==> src/rtl/seq_packet_serializer_if.sv <==
// Bundles the seq packet input port and the per-sequence output stream of the serializer.
// The slave modport is the serializer itself; the master modport is the surrounding logic.
interface seq_packet_serializer_if #(
    parameter int PACKET_SIZE  = 4,
    parameter int LL_BITS      = 16,
    parameter int ML_BITS      = 16,
    parameter int OFFSET_BITS  = 17,
    parameter int JOB_LEN_BITS = 24
) ();
    logic                               i_valid;
    logic                               i_ready;
    logic [PACKET_SIZE-1:0]             i_mask;
    logic [PACKET_SIZE*LL_BITS-1:0]     i_ll;
    logic [PACKET_SIZE*ML_BITS-1:0]     i_ml;
    logic [PACKET_SIZE*OFFSET_BITS-1:0] i_offset;
    logic [ML_BITS-1:0]                 i_overlap;
    logic                               i_eoj;
    logic                               i_delim;

    logic                               o_valid;
    logic                               o_ready;
    logic                               o_empty;
    logic [LL_BITS-1:0]                 o_ll;
    logic [ML_BITS-1:0]                 o_ml;
    logic [OFFSET_BITS-1:0]             o_offset;
    logic                               o_last;
    logic                               o_eoj;
    logic                               o_delim;
    logic [ML_BITS-1:0]                 o_overlap;
    logic [JOB_LEN_BITS-1:0]            o_job_len;

    modport master (
        output i_valid, i_mask, i_ll, i_ml, i_offset, i_overlap, i_eoj, i_delim, o_ready,
        input  i_ready, o_valid, o_empty, o_ll, o_ml, o_offset, o_last, o_eoj, o_delim,
               o_overlap, o_job_len
    );

    modport slave (
        input  i_valid, i_mask, i_ll, i_ml, i_offset, i_overlap, i_eoj, i_delim, o_ready,
        output i_ready, o_valid, o_empty, o_ll, o_ml, o_offset, o_last, o_eoj, o_delim,
               o_overlap, o_job_len
    );
endinterface

==> src/rtl/seq_packet_serializer.sv <==
// Buffers one seq packet and emits its valid lanes one per cycle, lowest lane first,
// tracking the running ll+ml byte count of the current job.
module seq_packet_serializer #(
    parameter int PACKET_SIZE  = 4,
    parameter int LL_BITS      = 16,
    parameter int ML_BITS      = 16,
    parameter int OFFSET_BITS  = 17,
    parameter int JOB_LEN_BITS = 24
) (
    input logic                  clk,
    input logic                  rst,
    seq_packet_serializer_if.slave bus
);
    localparam int IDX_W = (PACKET_SIZE > 1) ? $clog2(PACKET_SIZE) : 1;

    logic                               buf_valid;
    logic [PACKET_SIZE-1:0]             rem;
    logic [PACKET_SIZE*LL_BITS-1:0]     buf_ll;
    logic [PACKET_SIZE*ML_BITS-1:0]     buf_ml;
    logic [PACKET_SIZE*OFFSET_BITS-1:0] buf_offset;
    logic [ML_BITS-1:0]                 buf_overlap;
    logic                               buf_eoj;
    logic                               buf_delim;
    logic [JOB_LEN_BITS-1:0]            job_acc;

    logic [IDX_W-1:0]                   cur;
    logic [PACKET_SIZE-1:0]             rem_next;
    logic                               has_lane;
    logic                               is_last;
    logic                               in_ready;
    logic                               accept;
    logic                               fire;
    logic [LL_BITS-1:0]                 out_ll;
    logic [ML_BITS-1:0]                 out_ml;
    logic [OFFSET_BITS-1:0]             out_offset;
    logic                               out_eoj;
    logic [JOB_LEN_BITS-1:0]            job_len;

    // Priority encoder: lowest remaining lane wins.
    always_comb begin
        cur = '0;
        for (int k = PACKET_SIZE - 1; k >= 0; k--) begin
            if (rem[k]) begin
                cur = IDX_W'(k);
            end
        end
    end

    assign rem_next = rem & (rem - PACKET_SIZE'(1));
    assign has_lane = |rem;
    assign is_last  = buf_valid && (rem_next == '0);

    assign out_ll     = (buf_valid && has_lane) ? buf_ll[cur*LL_BITS +: LL_BITS] : '0;
    assign out_ml     = (buf_valid && has_lane) ? buf_ml[cur*ML_BITS +: ML_BITS] : '0;
    assign out_offset = (buf_valid && has_lane) ? buf_offset[cur*OFFSET_BITS +: OFFSET_BITS] : '0;
    assign out_eoj    = is_last && buf_eoj;
    assign job_len    = job_acc + JOB_LEN_BITS'(out_ll) + JOB_LEN_BITS'(out_ml);

    // The last beat's handshake frees the buffer in the same cycle, so packets chain bubble-free.
    assign in_ready = !buf_valid || (bus.o_ready && is_last);
    assign accept   = bus.i_valid && in_ready;
    assign fire     = buf_valid && bus.o_ready;

    assign bus.i_ready   = in_ready;
    assign bus.o_valid   = buf_valid;
    assign bus.o_empty   = buf_valid && !has_lane;
    assign bus.o_ll      = out_ll;
    assign bus.o_ml      = out_ml;
    assign bus.o_offset  = out_offset;
    assign bus.o_last    = is_last;
    assign bus.o_eoj     = out_eoj;
    assign bus.o_delim   = is_last && buf_delim;
    assign bus.o_overlap = out_eoj ? buf_overlap : '0;
    assign bus.o_job_len = job_len;

    always_ff @(posedge clk or posedge rst) begin
        if (rst) begin
            buf_valid   <= 1'b0;
            rem         <= '0;
            buf_ll      <= '0;
            buf_ml      <= '0;
            buf_offset  <= '0;
            buf_overlap <= '0;
            buf_eoj     <= 1'b0;
            buf_delim   <= 1'b0;
            job_acc     <= '0;
        end else begin
            if (accept) begin
                buf_valid   <= 1'b1;
                rem         <= bus.i_mask;
                buf_ll      <= bus.i_ll;
                buf_ml      <= bus.i_ml;
                buf_offset  <= bus.i_offset;
                buf_overlap <= bus.i_overlap;
                buf_eoj     <= bus.i_eoj;
                buf_delim   <= bus.i_delim;
            end else if (fire) begin
                rem <= rem_next;
                if (is_last) begin
                    buf_valid <= 1'b0;
                end
            end
            // Overlap is left in the total; the consumer trims it using o_overlap.
            if (fire) begin
                job_acc <= out_eoj ? '0 : job_len;
            end
        end
    end
endmodule

==> src/flat_wrapper.sv <==
// flat-port wrapper written by rule: the top's interface ports become plain ports
module seq_packet_serializer_flat 
#(
    parameter int PACKET_SIZE  = 4,
    parameter int LL_BITS      = 16,
    parameter int ML_BITS      = 16,
    parameter int OFFSET_BITS  = 17,
    parameter int JOB_LEN_BITS = 24
)
  (clk, rst, bus_i_valid, bus_i_mask, bus_i_ll, bus_i_ml, bus_i_offset, bus_i_overlap, bus_i_eoj, bus_i_delim, bus_o_ready, bus_i_ready, bus_o_valid, bus_o_empty, bus_o_ll, bus_o_ml, bus_o_offset, bus_o_last, bus_o_eoj, bus_o_delim, bus_o_overlap, bus_o_job_len);
  seq_packet_serializer_if #(.PACKET_SIZE(PACKET_SIZE), .LL_BITS(LL_BITS), .ML_BITS(ML_BITS), .OFFSET_BITS(OFFSET_BITS), .JOB_LEN_BITS(JOB_LEN_BITS)) bus_i ();
  input logic clk;
  input logic rst;
  input wire logic [$bits(bus_i.i_valid)-1:0] bus_i_valid;
  input wire logic [$bits(bus_i.i_mask)-1:0] bus_i_mask;
  input wire logic [$bits(bus_i.i_ll)-1:0] bus_i_ll;
  input wire logic [$bits(bus_i.i_ml)-1:0] bus_i_ml;
  input wire logic [$bits(bus_i.i_offset)-1:0] bus_i_offset;
  input wire logic [$bits(bus_i.i_overlap)-1:0] bus_i_overlap;
  input wire logic [$bits(bus_i.i_eoj)-1:0] bus_i_eoj;
  input wire logic [$bits(bus_i.i_delim)-1:0] bus_i_delim;
  input wire logic [$bits(bus_i.o_ready)-1:0] bus_o_ready;
  output wire logic [$bits(bus_i.i_ready)-1:0] bus_i_ready;
  output wire logic [$bits(bus_i.o_valid)-1:0] bus_o_valid;
  output wire logic [$bits(bus_i.o_empty)-1:0] bus_o_empty;
  output wire logic [$bits(bus_i.o_ll)-1:0] bus_o_ll;
  output wire logic [$bits(bus_i.o_ml)-1:0] bus_o_ml;
  output wire logic [$bits(bus_i.o_offset)-1:0] bus_o_offset;
  output wire logic [$bits(bus_i.o_last)-1:0] bus_o_last;
  output wire logic [$bits(bus_i.o_eoj)-1:0] bus_o_eoj;
  output wire logic [$bits(bus_i.o_delim)-1:0] bus_o_delim;
  output wire logic [$bits(bus_i.o_overlap)-1:0] bus_o_overlap;
  output wire logic [$bits(bus_i.o_job_len)-1:0] bus_o_job_len;
  assign bus_i.i_valid = bus_i_valid;
  assign bus_i.i_mask = bus_i_mask;
  assign bus_i.i_ll = bus_i_ll;
  assign bus_i.i_ml = bus_i_ml;
  assign bus_i.i_offset = bus_i_offset;
  assign bus_i.i_overlap = bus_i_overlap;
  assign bus_i.i_eoj = bus_i_eoj;
  assign bus_i.i_delim = bus_i_delim;
  assign bus_i.o_ready = bus_o_ready;
  assign bus_i_ready = bus_i.i_ready;
  assign bus_o_valid = bus_i.o_valid;
  assign bus_o_empty = bus_i.o_empty;
  assign bus_o_ll = bus_i.o_ll;
  assign bus_o_ml = bus_i.o_ml;
  assign bus_o_offset = bus_i.o_offset;
  assign bus_o_last = bus_i.o_last;
  assign bus_o_eoj = bus_i.o_eoj;
  assign bus_o_delim = bus_i.o_delim;
  assign bus_o_overlap = bus_i.o_overlap;
  assign bus_o_job_len = bus_i.o_job_len;
  seq_packet_serializer #(.PACKET_SIZE(PACKET_SIZE), .LL_BITS(LL_BITS), .ML_BITS(ML_BITS), .OFFSET_BITS(OFFSET_BITS), .JOB_LEN_BITS(JOB_LEN_BITS)) u_core (.clk(clk), .rst(rst), .bus(bus_i));
endmodule
==> config.mk <==
export PLATFORM = sky130hd
export DESIGN_NAME = seq_packet_serializer_flat
export DESIGN_NICKNAME = d
export VERILOG_FILES = /design/src/rtl/seq_packet_serializer_if.sv /design/src/rtl/seq_packet_serializer.sv /design/src/flat_wrapper.sv
export SDC_FILE = /design/constraint.sdc
export NUM_CORES = 1
export LEC_CHECK = 0
export ABC_AREA = 1
export CAP_MARGIN = 20
export CORE_AREA = 2 2 258 133
export CTS_CLUSTER_SIZE = 28
export DETAILED_ROUTE_END_ITERATION = 16
export DIE_AREA = 0 0 260 135
export PLACE_DENSITY = 0.73
export SETUP_SLACK_MARGIN = 0.2
export SKIP_CTS_REPAIR_TIMING = 1
export SYNTH_ARGS = -nofsm -noshare
export SYNTH_HDL_FRONTEND = slang
export SYNTH_SLANG_ARGS = --single-unit
==> constraint.sdc <==
create_clock -name clk -period 21 [get_ports clk]
set_clock_uncertainty 0.1 [all_clocks]
set_input_delay 3.15 -clock clk [delete_from_list [all_inputs] [get_ports clk]]
set_output_delay 3.15 -clock clk [all_outputs]
set_load 0.02 [all_outputs]
==> run_results.csv <==
group,metric,value,unit
sta,drv_slew,0,
floorplan,core_area,32640,µm²
yosys,synth.most_common_cell,"nand2_1",
worst_hold_path,hold_class,"flip-flop to flip-flop",
cts,root_buffer,"clkbuf_16",
sta,relSlewSlack,37.75,%
yosys,netlist_top_cells_count,"460 x nand2_1, 243 x dfrtp_1, 196 x a21oi_1",
status,status,"complete, no violations",
setup_path,path_depth,20,
floorplan,dieArea,35100,µm²
yosys,synth_ff_type,"dfrtp_1",
job,max_cap_violations,0,
yosys,netlist_instances,1737,
yosys,synth_top_cell_by_area,"dfrtp_1",
global_route,grt_pass1_vias,12081,
floorplan,std_cell_rows,47,
setup_path,crit_family,"buffers and inverters",
yosys,synthDistinctLibCells,29,
detailed_routing,first_pass_iters,5,
setup_path,path_buf_inv,5,
sta,tns,0,ns
detailed_routing,vias,12853,
finish,fin_nets,2247,
cts,clock_sinks,243,
sta,hold_viol,0,
floorplan,die_w,260,µm
cts,cts_tree,"yes",
worst_hold_path,hold_end,"u_core.buf_offset[67]$_DFFE_PP0P_",
setup_path,critPathCaptureType,"output pin",
finish,final_layout_size_suffix_gt1_share,3.493,%
setup_path,reg2reg_slack,15.05,ns
place,hpwl,38.26,mm
floorplan,die-height,135,µm
setup_path,path_cells,"inv_1, nand2_1, nand2_1, nand2_4, buf_4, inv_1, buf_4, nor2_1, nor2_1, o21ai_0, a21oi_1, fa_1, ha_1, or2_2, nand2_1, o21ai_0, nand2_1, nand3b_1, and2_1, clkdlybuf4s50_1",
global_route,antenna_found_initial,1,
setup_path,cp_common_cell,"nand2_1",
yosys,synth_top_cell_area_share,46.99,%
finish,area_delta_synth_final,33.14,%
setup_path,cp_data_required_time,17.75,ns
yosys,ys_ff_latch,243,
global_route,overflow,0,
cts,htree_levels,1,
setup_path,r2r_end,"u_core.job_acc[16]$_DFFE_PP0P_",
yosys,yosysSeqAreaShare,46.99,%
yosys,synth_area_leaders,"dfrtp_1 47%, nand2_1 13%, a21oi_1 7.6%",
sta,min_period,10.03,ns
sta,rsz0062_at_grt,"false",
setup_path,cp_data_arrival_time,6.78,ns
detailed_routing,post_drt_wl_per_cell,20.81,µm
worst_hold_path,hold_path_startpoint,"u_core.buf_offset[67]$_DFFE_PP0P_",
sta,setup_viol,0,
sta,fmax,0.09966,GHz
detailed_routing,antenna_left,0,
floorplan,io_pins,317,
worst_hold_path,min_path_cells,2,
setup_path,r2r-start,"u_core.rem[2]$_DFFE_PP0P_",
sta,worst_pin_slew,0.9337,ns
yosys,async_flop_share,100.0,%
yosys,synth_area,12940,µm²
setup_path,start_kind,"flip-flop",
yosys,synthesis.nets,1992,
detailed_routing,drc_errors,0,
setup_path,crit_path_start,"u_core.rem[2]$_DFFE_PP0P_",
finish,fillers,3122,
floorplan,start_util,39.65,%
setup_path,crit_type,"flip-flop to output pin",
setup_path,worstRegToRegCells,21,
cts,cts_inserted_buffers,25,
finish,multi_input_area,5756,µm²
global_route,grt_pass1_wl,75.53,mm
sta,whs,0.3651,ns
yosys,synth_edf_count,0,
setup_path,critPathMaxFanout,77,
setup_path,crit_path_top_delay_cell,"a21oi_1",
global_route,grt_max_degree,222,
yosys,ys_warn_count,0,
cts,clk_pin_slew,0.07,ns
yosys,avgSynthCellArea,7.450,µm²
sta,timing.final.crit_share,47.78,%
place,portBuffers,316,
detailed_routing,wl,50.89,mm
finish,area.sequential,6081,µm²
place,routabilityCongestion,1.044,
detailed_routing,via_per_inst,5.255,
cts,clock_latency,0.54,ns
detailed_routing,drt_iter0_drc,1491,
setup_path,slowest_delay,0.68,ns
global_route,grt_use_total,28.75,%
cts,clockBufferDepth,3,
==> worst max path at each step <==
stage / to / slack [ns]
floorplan: u_core.buf_delim$_DFFE_PP0P_ / 11.08
global placement: bus_o_job_len[16] / 11.68
detailed placement: bus_o_job_len[16] / 11.75
CTS: bus_o_job_len[16] / 11.15
global route: bus_o_job_len[16] / 10.75
finish: bus_o_job_len[16] / 10.97
==> area by class of cell <==
type                    instances  area share (%)
multi-input cells            1209           33.41
clock buffers                  30           3.856
inverters                     182           4.009
well taps                     441           3.203
diodes                          1         0.01453
clock inverters                 9          0.9514
flip-flops and latches        243           35.30
repair buffers                331           19.26
==> cells by family (layout without fill, tap and decap cells) <==
group	after synthesis	in the layout	share of synthesized area [%]
adders and majority gates	33	33	4.177
and+or+nand+nor	860	860	27.43
other	0	1	0
DFF	243	243	46.99
buffers and inverters	285	552	8.760
xor gates and xnor gates	7	7	0.4738
AOI/OAI and AO/OA	309	309	12.16
==> cells in the final DEF, fill, tap and decap left out, drive strengths merged <==
| cell | Yosys | layout |
|---|---|---|
| ha | 16 | 16 |
| diode | 0 | 1 |
| fa | 17 | 17 |
| nand4 | 6 | 6 |
| nor3 | 3 | 3 |
| nand3b | 7 | 7 |
| nand3 | 168 | 168 |
| dfrtp | 243 | 243 |
| nor3b | 1 | 1 |
| or2 | 4 | 4 |
| nand2 | 462 | 462 |
| buf | 52 | 16 |
| clkdlybuf4s50 | 0 | 315 |
| a21oi | 196 | 196 |
| xor2 | 5 | 5 |
| o22ai | 3 | 3 |
| inv | 182 | 183 |
| and2 | 13 | 13 |
| xnor2 | 2 | 2 |
| clkinv | 0 | 4 |
| and3 | 1 | 1 |
| o21ai | 102 | 102 |
| o211ai | 8 | 8 |
| bufinv | 0 | 4 |
| nor2 | 195 | 195 |
| clkbuf | 51 | 30 |
==> layer usage <==
metal	up-vias	global-route usage (%)	routed length, µm
met4	0	5.172	841
met1	6158	45.28	24270
met2	607	38.95	20130
met3	60	7.770	5647
met5	-	0	0
li1	6028	-	-
==> sequential cells by signal, summed over array words and instances (netlist names) <==
register / count
u_core.buf_eoj: 1
u_core.buf_ll: 64
u_core.buf_ml: 64
u_core.rem: 4
u_core.buf_offset: 68
u_core.buf_delim: 1
u_core.job_acc: 24
u_core.bus.o_valid: 1
u_core.buf_overlap: 16
==> worst register-to-register path, stage by stage (launching register included) <==
cell,delay [ns]
dfrtp_1,0.41
inv_1,0.08
nand2_1,0.05
nand2_1,0.09
nand2_4,0.04
buf_4,0.33
inv_1,0.67
buf_4,0.42
nor2_1,0.09
nor2_1,0.12
o21ai_0,0.10
a21oi_1,0.68
fa_1,0.57
ha_1,0.46
or2_2,0.18
nand2_1,0.12
o21ai_0,0.58
nand2_1,0.30
nand2_1,0.14
nand2_1,0.07
nand3_1,0.16
nand2_1,0.08
==> through the flow <==
stage	worst slack, ns	cell area, µm²	util (%)	cells
floorplan	11.08	12940	-	1737
global placement	11.68	16350	50.09	2404
detailed placement	11.75	16380	50.18	2405
CTS	11.15	17210	52.72	2444
global route	10.75	17230	52.79	2446
finish	10.97	17230	52.79	2446
Power is not shown: default switching activity piles up to over one toggle a cycle in this logic, so the estimate is an artifact.
